<file path="config.mk">
export PLATFORM = sky130hd
export DESIGN_NAME = id_ex_stage
export DESIGN_NICKNAME = d
export VERILOG_FILES = /design/src/rtl/cpu_pkg.sv /design/src/rtl/hazard_detect.sv /design/src/rtl/id_ex_stage.sv
export SDC_FILE = /design/constraint.sdc
export NUM_CORES = 1
export LEC_CHECK = 0
export CAP_MARGIN = 25
export CORE_ASPECT_RATIO = 0.6
export CORE_MARGIN = 2
export CORE_UTILIZATION = 38
export DETAILED_ROUTE_END_ITERATION = 6
export GPL_TIMING_DRIVEN = 0
export PLACE_DENSITY_LB_ADDON = 0.08
export SETUP_SLACK_MARGIN = 0.2
export SLEW_MARGIN = 20
export SYNTH_ARGS = -nofsm -noshare
export SYNTH_HDL_FRONTEND = slang
export SYNTH_SLANG_ARGS = --single-unit
</file>
<file path="constraint.sdc">
create_clock -name clk -period 5.75 [get_ports clk]
set_input_delay 0.8625 -clock clk [delete_from_list [all_inputs] [get_ports clk]]
set_output_delay 0.8625 -clock clk [all_outputs]
set_load 0.01 [all_outputs]
</file>
<file path="src/rtl/cpu_pkg.sv">
// Shared definitions for the 5-stage MIPS core.
// Holds ALU operation codes, primary opcodes and the control bundle (ctrl_t)
// passed from the decoder through ID/EX and EX/MEM.
package cpu_pkg;

  // ALU operation codes
  localparam logic [3:0] ALU_ADD = 4'b0000;
  localparam logic [3:0] ALU_SUB = 4'b0001;
  localparam logic [3:0] ALU_AND = 4'b0010;
  localparam logic [3:0] ALU_OR  = 4'b0011;
  localparam logic [3:0] ALU_SLT = 4'b0111;

  // Primary opcodes (instr[31:26])
  localparam logic [5:0] OP_RTYPE = 6'b000000;
  localparam logic [5:0] OP_ADDI  = 6'b001000;
  localparam logic [5:0] OP_ANDI  = 6'b001100;
  localparam logic [5:0] OP_ORI   = 6'b001101;
  localparam logic [5:0] OP_SLTI  = 6'b001010;
  localparam logic [5:0] OP_LW    = 6'b100011;
  localparam logic [5:0] OP_SW    = 6'b101011;
  localparam logic [5:0] OP_BEQ   = 6'b000100;
  localparam logic [5:0] OP_BNE   = 6'b000101;
  localparam logic [5:0] OP_J     = 6'b000010;

  typedef struct packed {
    logic       reg_dst;
    logic       jump;
    logic       branch;
    logic       mem_read;
    logic       mem_to_reg;
    logic       mem_write;
    logic       alu_src;
    logic       reg_write;
    logic       bne;
    logic [3:0] alu_op;
  } ctrl_t;

endpackage

</file>
<file path="src/rtl/hazard_detect.sv">
// Load-use hazard detector (combinational).
// Ports:
//   id_valid, id_jump, id_reg_dst, id_branch, id_mem_write : ID usage inputs
//   id_rs, id_rt                                         : ID source specifiers
//   ex_valid, ex_mem_read, ex_rt                         : instruction in EX
//   hazard                                               : ID consumes EX load result
module hazard_detect (
  input  logic       id_valid,
  input  logic       id_jump,
  input  logic       id_reg_dst,
  input  logic       id_branch,
  input  logic       id_mem_write,
  input  logic [4:0] id_rs,
  input  logic [4:0] id_rt,
  input  logic       ex_valid,
  input  logic       ex_mem_read,
  input  logic [4:0] ex_rt,
  output logic       hazard
);

  logic rs_use;
  logic rt_use;

  // j does not read rs; rt is only read by R-type, branches and stores.
  assign rs_use = id_valid & ~id_jump;
  assign rt_use = id_valid & (id_reg_dst | id_branch | id_mem_write);

  assign hazard = ex_valid & ex_mem_read & (ex_rt != 5'd0) &
                  ((rs_use & (id_rs == ex_rt)) | (rt_use & (id_rt == ex_rt)));

endmodule

</file>
<file path="src/rtl/id_ex_stage.sv">
// ID/EX pipeline register with load-use stall and bubble insertion.
// Ports:
//   clk, rst_n          : clock, async active-low reset
//   id_*                : decoder control bits, operands and specifiers
//   flush               : squash the ID instruction (taken branch/jump)
//   stall               : hold PC and IF/ID this cycle (combinational)
//   ex_*                : registered copies of the id_* fields
//   bubble_cnt          : saturating count of bubbles inserted for valid ID instrs
module id_ex_stage
  import cpu_pkg::*;
#(
  parameter int unsigned DW = 32,
  parameter int unsigned CW = 16
) (
  input  logic          clk,
  input  logic          rst_n,
  input  logic          id_valid,
  input  logic          id_reg_dst,
  input  logic          id_jump,
  input  logic          id_branch,
  input  logic          id_mem_read,
  input  logic          id_mem_to_reg,
  input  logic          id_mem_write,
  input  logic          id_alu_src,
  input  logic          id_reg_write,
  input  logic          id_bne,
  input  logic [3:0]    id_alu_op,
  input  logic [DW-1:0] id_pc4,
  input  logic [DW-1:0] id_rs_data,
  input  logic [DW-1:0] id_rt_data,
  input  logic [DW-1:0] id_imm,
  input  logic [4:0]    id_rs,
  input  logic [4:0]    id_rt,
  input  logic [4:0]    id_rd,
  input  logic          flush,
  output logic          stall,
  output logic          ex_valid,
  output logic          ex_reg_dst,
  output logic          ex_jump,
  output logic          ex_branch,
  output logic          ex_mem_read,
  output logic          ex_mem_to_reg,
  output logic          ex_mem_write,
  output logic          ex_alu_src,
  output logic          ex_reg_write,
  output logic          ex_bne,
  output logic [3:0]    ex_alu_op,
  output logic [DW-1:0] ex_pc4,
  output logic [DW-1:0] ex_rs_data,
  output logic [DW-1:0] ex_rt_data,
  output logic [DW-1:0] ex_imm,
  output logic [4:0]    ex_rs,
  output logic [4:0]    ex_rt,
  output logic [4:0]    ex_rd,
  output logic [CW-1:0] bubble_cnt
);

  ctrl_t          id_ctrl;
  ctrl_t          ctrl_d, ctrl_q;
  logic           valid_d, valid_q;
  logic [DW-1:0]  pc4_q, rs_data_q, rt_data_q, imm_q;
  logic [4:0]     rs_q, rt_q, rd_q;
  logic [CW-1:0]  cnt_d, cnt_q;
  logic           hazard;
  logic           bubble;

  assign id_ctrl = '{
    reg_dst:    id_reg_dst,
    jump:       id_jump,
    branch:     id_branch,
    mem_read:   id_mem_read,
    mem_to_reg: id_mem_to_reg,
    mem_write:  id_mem_write,
    alu_src:    id_alu_src,
    reg_write:  id_reg_write,
    bne:        id_bne,
    alu_op:     id_alu_op
  };

  hazard_detect u_hazard_detect (
    .id_valid     (id_valid),
    .id_jump      (id_jump),
    .id_reg_dst   (id_reg_dst),
    .id_branch    (id_branch),
    .id_mem_write (id_mem_write),
    .id_rs        (id_rs),
    .id_rt        (id_rt),
    .ex_valid     (valid_q),
    .ex_mem_read  (ctrl_q.mem_read),
    .ex_rt        (rt_q),
    .hazard       (hazard)
  );

  // Flush already discards the ID instruction, so there is nothing to hold.
  assign stall  = hazard & ~flush;
  assign bubble = flush | hazard;

  always_comb begin
    ctrl_d  = id_ctrl;
    valid_d = id_valid;
    if (bubble) begin
      // Only side-effecting bits are cleared; the rest pass through untouched.
      valid_d           = 1'b0;
      ctrl_d.reg_write  = 1'b0;
      ctrl_d.mem_read   = 1'b0;
      ctrl_d.mem_write  = 1'b0;
      ctrl_d.branch     = 1'b0;
      ctrl_d.bne        = 1'b0;
      ctrl_d.jump       = 1'b0;
      ctrl_d.mem_to_reg = 1'b0;
    end
  end

  always_comb begin
    cnt_d = cnt_q;
    if (bubble && id_valid && !(&cnt_q)) begin
      cnt_d = cnt_q + 1'b1;
    end
  end

  always_ff @(posedge clk or negedge rst_n) begin
    if (!rst_n) begin
      ctrl_q    <= '0;
      valid_q   <= 1'b0;
      pc4_q     <= '0;
      rs_data_q <= '0;
      rt_data_q <= '0;
      imm_q     <= '0;
      rs_q      <= '0;
      rt_q      <= '0;
      rd_q      <= '0;
      cnt_q     <= '0;
    end else begin
      ctrl_q    <= ctrl_d;
      valid_q   <= valid_d;
      pc4_q     <= id_pc4;
      rs_data_q <= id_rs_data;
      rt_data_q <= id_rt_data;
      imm_q     <= id_imm;
      rs_q      <= id_rs;
      rt_q      <= id_rt;
      rd_q      <= id_rd;
      cnt_q     <= cnt_d;
    end
  end

  assign ex_valid      = valid_q;
  assign ex_reg_dst    = ctrl_q.reg_dst;
  assign ex_jump       = ctrl_q.jump;
  assign ex_branch     = ctrl_q.branch;
  assign ex_mem_read   = ctrl_q.mem_read;
  assign ex_mem_to_reg = ctrl_q.mem_to_reg;
  assign ex_mem_write  = ctrl_q.mem_write;
  assign ex_alu_src    = ctrl_q.alu_src;
  assign ex_reg_write  = ctrl_q.reg_write;
  assign ex_bne        = ctrl_q.bne;
  assign ex_alu_op     = ctrl_q.alu_op;
  assign ex_pc4        = pc4_q;
  assign ex_rs_data    = rs_data_q;
  assign ex_rt_data    = rt_data_q;
  assign ex_imm        = imm_q;
  assign ex_rs         = rs_q;
  assign ex_rt         = rt_q;
  assign ex_rd         = rd_q;
  assign bubble_cnt    = cnt_q;

endmodule

</file>
# [Word level (Yosys, flattened, before mapping)]
# Cells that the tools add are included.
[op_classes] add_sub_neg=1 eq_ne=2 n_mux=3 n_bitwise=14 reduce_logical=5
[op_table] cell="16-bit by 1-bit adder with 16-bit output, second input constant" count=1
[op_table] cell="16-bit AND reduction" count=1
[op_table] cell="5-bit == test" count=2
[op_table] cell="1-bit AND" count=8
[op_table] cell="5-bit 2-to-1 mux" count=1
[op_table] cell="5-bit nonzero test" count=1
[op_table] cell="1-bit OR" count=4
[op_table] cell="1-bit logical AND" count=2
[op_table] cell="2-bit 2-to-1 mux" count=1
[op_table] cell="1-bit NOT" count=2
[op_table] cell="1-bit zero test" count=1
[op_table] cell="1-bit 2-to-1 mux" count=1
[totals] register_bits=173 in_bits=160 output_inout_bits=174 elab_cells=44

# [Depth between registers and ports, before layout]
# Gate-level depths: netlist (run 1).
[logic_depth] ltp_word=9 mapped_depth=7 depth_no_buf=7

# [Modules after synthesis]
# Synthesis (run 1) repeated with hierarchy kept, for this count alone.
[unflattened] hier_cells=253 hier_area_um2=4889.7
[by_module_without_submodules] mod="id_ex_stage" instances=1 cells_per_inst=236 area_each_um2=4753.3 seq_area_each_um2=4329.2
[by_module_without_submodules] mod="hazard_detect" instances=1 cells_per_inst=17 area_each_um2=136.4 seq_area_each_um2=0.0

# [Worst setup path before layout (run 1)]
# No wires, ideal clock.
[synth_timing] kind="in2out" startpoint="in id_rs[1]" endpoint="out stall" arrival_ns=1.625 required_ns=4.888 slack_ns=3.263 path_stages=5 n_path_buf=0 path_cell_list="xnor2_1 nand4_1 o32ai_2 nand2_1 nor2_1"
[synth_between] elab_chain_cells=5
[synth_rtl] element="from (decl)" line="id_ex_stage.sv:32" rtl="input logic [4:0] id_rs,"
[synth_rtl] element="5-bit == test" line="hazard_detect.sv:29" rtl="((rs_use & (id_rs == ex_rt)) | (rt_use & (id_rt == ex_rt)));"
[synth_rtl] element="1-bit AND" line="hazard_detect.sv:29"
[synth_rtl] element="1-bit OR" line="hazard_detect.sv:29"
[synth_rtl] element="1-bit AND" line="hazard_detect.sv:28" rtl="assign hazard = ex_valid & ex_mem_read & (ex_rt != 5'd0) &"
[synth_rtl] element="1-bit AND" line="id_ex_stage.sv:95" rtl="assign stall = hazard & ~flush;"
[synth_rtl] element="to (decl)" line="id_ex_stage.sv:36" rtl="output logic stall,"
# No other way between the ends.

# [Worst setup path after layout (run 1)]
[layout_timing] startpoint="in id_rs[4]" endpoint="out stall"
# The elaborated chain is that of the path after synthesis.

==> results of run 1 <==
[where the power goes]
group          total, mW  internal (mW)  switching (mW)
logic              0.388          0.248           0.141
registers           1.34           1.29          0.0440
clock network       1.10          0.619           0.477
total               2.82           2.16           0.662
[path summary, 6_finish.rpt]
path,slack (ps),startpoint,depth (start not counted),to
min in group clk,500,bubble_cnt[10]$_DFFE_PN0P_,1,bubble_cnt[10]$_DFFE_PN0P_
hold / removal,390,rst_n,1,ex_rt_data[28]$_DFF_PN0_
setup / recovery,2210,id_rs[4],7,stall
max in group asynchronous,4480,rst_n,2,ex_branch$_DFF_PN0_
setup reg to reg,3700,bubble_cnt[0]$_DFFE_PN0P_,7,bubble_cnt[1]$_DFFE_PN0P_
hold reg to reg,500,bubble_cnt[10]$_DFFE_PN0P_,1,bubble_cnt[10]$_DFFE_PN0P_
[layout by cell type, fill, tap and decap left out, types with 2 or more instances in the layout]
master and count:
clkdlybuf4s50_1 331, dfrtp_1 173, clkbuf_16 17, xor2_1 15, xnor2_1 10, nand3_1 8
and2_1 8, nor3_2 6, nor2_1 5, nand2_1 5, clkinv_4 5, nand4_1 4
nor3_1 3, inv_6 3, clkbuf_1 2, and4_1 2, nor4_4 2, inv_8 2
[metrics by stage]
step,instances,setup TNS (ps),hold slack (ps),power [mW]
global route,794,0,423,2.95
CTS,793,0,408,2.86
detailed placement,762,0,497,1.75
floorplan,259,0,516,1.44
finish,794,0,390,2.82
global placement,761,-494770,484,1.74
[final cells by class]
class,count,area share (%)
flip-flops and latches,173,47.3
repair buffers,333,36.6
multi-input cells,82,7.24
clock buffers,19,4.84
well taps,170,2.32
clock inverters,12,1.42
plain buffers,3,0.219
inverters,1,0.0410
diodes,1,0.0273
[worst max-delay path, stage by stage]
cell	delay, ps
clkdlybuf4s50_1	490
xnor2_1	140
nand4_1	130
o32ai_2	300
nand2_1	80
nor2_1	100
clkdlybuf4s50_1	570
[logic make-up (layout without fill, tap and decap cells)]
logic type	after synthesis	in the layout	share of synthesized area (%)
AOI/OAI and AO/OA	4	4	0.748
DFF	173	173	86.3
and+or+nand+nor	51	51	7.63
buffers and inverters	4	368	0.474
adders and majority gates	1	1	0.249
muxes	1	1	0.224
other	0	1	0
xor gates and xnor gates	25	25	4.37
[layer usage]
metal,vias up,part of all wire [%]
li1,1553,-
met5,-,0
met4,0,2.4
met2,167,51
met1,1608,35
met3,21,12
==> results.ini, run 1 <==
[job]
cap_violations = 0

[die]
dieArea_um2 = 14200
rows = 32
start_util_pct = 39.0
die_h_um = 93.0
die_width_um = 152
ioPinCount = 334
core_region_area_um2 = 12900

[sta]
setup_viol = 0
finalCritPeriodShare_pct = 61.5
slew_headroom_pct = 65.3
period_needed_ps = 3540
skew_ps = 6.00
maxSlewViolCount = 0
rsz0062_at_grt = no
hold_viol = 0
max_freq_mhz = 283
worst_slew_pin_slew_ps = 520
layout_setup_ws_ps = 2210

[placement]
place_congestion = 0.803
io_buffer_count = 332
placed_cell_area_um2 = 8580
place_worst_setup_slack_ps = 2200
dp_hpwl_um = 11000

[routing]
dr.pass1.iters = 4
viasPerCell = 4.22
drcViolationCount = 0
wl_per_cell_um = 17.9
wl_um = 14200
vias = 3349
final_antenna_net_count = 0
drtIter0Drc = 91

[synth]
syn_area_um2 = 5020
synth_flop_cell = dfrtp_1
ys_types = 30
ys_warn_count = 0
synth_nets = 420
yosys-top-cells-area = dfrtp_1, xor2_1, xnor2_1, nor3_2, and2_1
yosysMostFrequentCell = dfrtp_1
synthArstFlopShare_pct = 100
syn-mean-instance-area_um2 = 19.4
ys_ff_latch = 173
synth_edf_count = 0
synthCells = 259
synth_top_area_share_pct = 86.3
synth_top_area_cell = dfrtp_1
ys_seq_area_share_pct = 86.3
synth_common_cells = dfrtp_1, xor2_1, xnor2_1

[pwr]
peakVddDrop_mv = 0.182
leakage_nw = 3.89
p_per_area_nw_per_um2 = 308

[global_routing]
gr-usage-met3_pct = 11.0
grt_start_max_net_pins = 105
grt_pass1_vias = 3617
overflow = 0
grt_use_met1_pct = 22.0
antenna_found_initial = 1
grt_usage_pct = 20.5
gr-usage-met2_pct = 34.3
grt_pass1_wl_um = 21300
busiest_layer = met2

[critical_path]
end_kind = primary output
path_class = primary input to primary output
required_ps = 4890
crit_path_max_fanout = 2
worstSetupStartpointType = primary input
crit_arrival_ps = 2670

[cts]
cts_root_buf = clkbuf_16
h-tree-depth = 4
cts_tree = yes
cts_buffers = 17
cts.clk_slew.worst_paths_ps = 70
cts.repair.resized = 0
clock-sinks = 173
post_cts_buffers = 0
clk_latency_ps = 410
cts_hold_buf = 0
clock_path_buffers = 2

[finish]
multi_input_area_um2 = 663
fillerInstances = 861
nets = 772
design_area_um2 = 9160
ff_latch_area_um2 = 4330
layout-drive-gt1-share_pct = 7.87
syn2layout_area_growth_pct = 82.6
final_util_pct = 71.3

[status]
status = finished clean

[hold_path]
hold_path.class = primary input to async pin

(Power assumes the default switching activity.)
==> inputs of run 2 (changes only) <==
--- a/config.mk
+++ b/config.mk
@@ -8,7 +8,7 @@
 export CAP_MARGIN = 25
 export CORE_ASPECT_RATIO = 0.6
 export CORE_MARGIN = 2
-export CORE_UTILIZATION = 38
+export CORE_UTILIZATION = 32
 export DETAILED_ROUTE_END_ITERATION = 6
 export GPL_TIMING_DRIVEN = 0
 export PLACE_DENSITY_LB_ADDON = 0.08
==> constraint.sdc (replaced) <==
create_clock -name clk -period 3.2 [get_ports clk]
set_input_delay 0.48 -clock clk [delete_from_list [all_inputs] [get_ports clk]]
set_output_delay 0.48 -clock clk [all_outputs]
set_load 0.01 [all_outputs]
==> run 2 against run 1 <==
- register-to-register slack worse by 2700 ps
- critical path depth is the same
- cell count rose by 4.2%
- clock power up 86%
- sequential share of layout area down 0.30 points
- combinational power is 82% higher
- global-route usage fell by 3.1 points
- critical endpoint unchanged
- highest routed layer unchanged
==> results.ini, run 2 (same netlist as run 1, synthesis figures left out) <==
[hold_path]
hold_path.class = primary input to async pin

[finish]
multi_input_area_um2 = 663  ; unchanged
antenna_cells = 0  ; -1
ff_latch_area_um2 = 4330  ; unchanged
layout-drive-gt1-share_pct = 8.01  ; +0.15 points
syn2layout_area_growth_pct = 83.8
final_common_cell = clkdlybuf4s50_1
nets = 772  ; unchanged
final_cell_mix = clkdlybuf4s50_1, dfrtp_1, clkbuf_16
fillerInstances = 1180  ; +37%

[sta]
max_freq_mhz = 359
period_needed_ps = 2780
maxSlewViolCount = 0  ; unchanged
finalCritPeriodShare_pct = 87.0
skew_ps = 9.03  ; +3.02 ps
hold_viol = 0  ; unchanged
hold_ws_ps = 2.87  ; -387 ps
setup_viol = 0  ; unchanged
slew_headroom_pct = 61.3  ; -4.1 points
worst_slew_pin_slew_ps = 581  ; +60.8 ps
rsz0062_at_grt = no

[status]
status = finished clean

[job]
cap_violations = 0  ; unchanged

[critical_path]
crit_path_max_fanout = 2  ; unchanged
required_ps = 2720  ; -2170 ps
r2r_cells = 7  ; unchanged
end_kind = primary output
r2r_slack_ps = 1030  ; -2670 ps
worstSetupStartpointType = primary input
path_class = primary input to primary output
crit_arrival_ps = 2300  ; -370 ps

[pwr]
peakVddDrop_mv = 0.278  ; +53%
leakage_nw = 3.90  ; about the same
p_sw_mw = 1.26  ; +91%
p_sw_share_pct = 24.5  ; +1.0 points
power_frac_comb_pct = 13.7  ; about the same
power_mw = 5.16  ; +83%
seq_power_share_pct = 46.6  ; -0.8 points
power_frac_clock_pct = 39.7  ; +0.8 points
intPower_mw = 3.90  ; +80%
p_per_area_nw_per_um2 = 560  ; +82%

[global_routing]
overflow = 0  ; unchanged
grt_pass1_wl_um = 21500  ; +1.1%
antenna_found_initial = 0  ; -1
grt_usage_pct = 17.4  ; -3.1 points
grt_start_max_net_pins = 101  ; -3.8%
grt_pass1_vias = 3693  ; +2.1%

[placement]
place_congestion = 0.824  ; +2.6%
io_buffer_count = 332  ; unchanged
dp_hpwl_um = 11000  ; about the same

[routing]
wl_um = 14200  ; +0.16%
vias = 3394  ; +1.3%
drcViolationCount = 0  ; unchanged
dr.pass1.iters = 4  ; unchanged
wl_per_cell_um = 17.2  ; -3.8%
final_antenna_net_count = 0  ; unchanged
viasPerCell = 4.10  ; -2.7%
drtIter0Drc = 119  ; +31%

[cts]
cts.repair.resized = 0  ; unchanged
clock_path_buffers = 2  ; unchanged
cts_buffers = 17  ; unchanged
cts_root_buf = clkbuf_16
post_cts_buffers = 0  ; unchanged
h-tree-depth = 4  ; unchanged
cts_tree = yes
clk_latency_ps = 410  ; about the same
cts_hold_buf = 0  ; unchanged
cts.clk_slew.worst_paths_ps = 70  ; about the same
clock-sinks = 173  ; unchanged

[die]
ioPinCount = 334  ; unchanged
die_width_um = 166  ; +8.7%
start_util_pct = 32.7  ; -6.3 points
die_h_um = 101  ; +8.6%
dieArea_um2 = 16700  ; +18%
core_region_area_um2 = 15300  ; +19%
rows = 35  ; +9.4%

## run 2: power by group through the flow
stage	sequential [mW]	combinational, mW	clock [mW]
after floorplan	2.51	0.0847	0
after global placement	2.44	0.707	0
after detailed placement	2.45	0.715	0
after CTS	2.41	0.721	2.12
after global routing	2.42	0.756	2.22
final	2.40	0.707	2.05
## run 2: through the flow
| step | util (%) | area (µm²) | instances | setup TNS [ps] | worst slack, ps |
|---|---|---|---|---|---|
| floorplan | - | 5020 | 259 | 0 | 1290 |
| global placement | 56.1 | 8590 | 794 | -884830 | -5130 |
| detailed placement | 56.3 | 8630 | 795 | 0 | 384 |
| CTS | 60.1 | 9220 | 827 | 0 | 380 |
| global route | 60.1 | 9220 | 827 | 0 | 275 |
| finish | 60.1 | 9220 | 827 | 0 | 417 |
## run 2: path summary, 6_finish.rpt
check,end,start
worst max-delay path,stall,id_rs[4]
worst min-delay path,ex_alu_op[0]$_DFF_PN0_,rst_n
worst max register to register,bubble_cnt[1]$_DFFE_PN0P_,bubble_cnt[0]$_DFFE_PN0P_
worst min register to register,bubble_cnt[15]$_DFFE_PN0P_,bubble_cnt[15]$_DFFE_PN0P_
max in group asynchronous,ex_rs[3]$_DFF_PN0_,rst_n
min in group clk,ex_valid$_DFF_PN0_,id_valid
## run 2: area by class of cell
class | instances | share of cell area [%]
timing repair buffer | 333 | 36.4
clock buffer | 19 | 4.81
buffer | 3 | 0.217
multi-input combinational | 82 | 7.19
inverter | 1 | 0.0407
tap | 203 | 2.76
sequential | 173 | 47.0
clock inverter | 13 | 1.62
## run 2: metal layers
| metal | GRT usage (%) | vias to the layer above | share of wire, % |
|---|---|---|---|
| met5 | 0 | - | 0 |
| met4 | 5.82 | 0 | 1.2 |
| met3 | 8.17 | 15 | 10 |
| met2 | 29.7 | 164 | 51 |
| met1 | 19.5 | 1661 | 37 |
| li1 | - | 1554 | - |
## run 2: worst max-delay path: stages
cell,delay [ps]
clkdlybuf4s50_1,490
xnor2_1,140
nand4_1,130
o32ai_2,320
nand2_1,80
nor2_1,90
clkdlybuf4s50_1,580
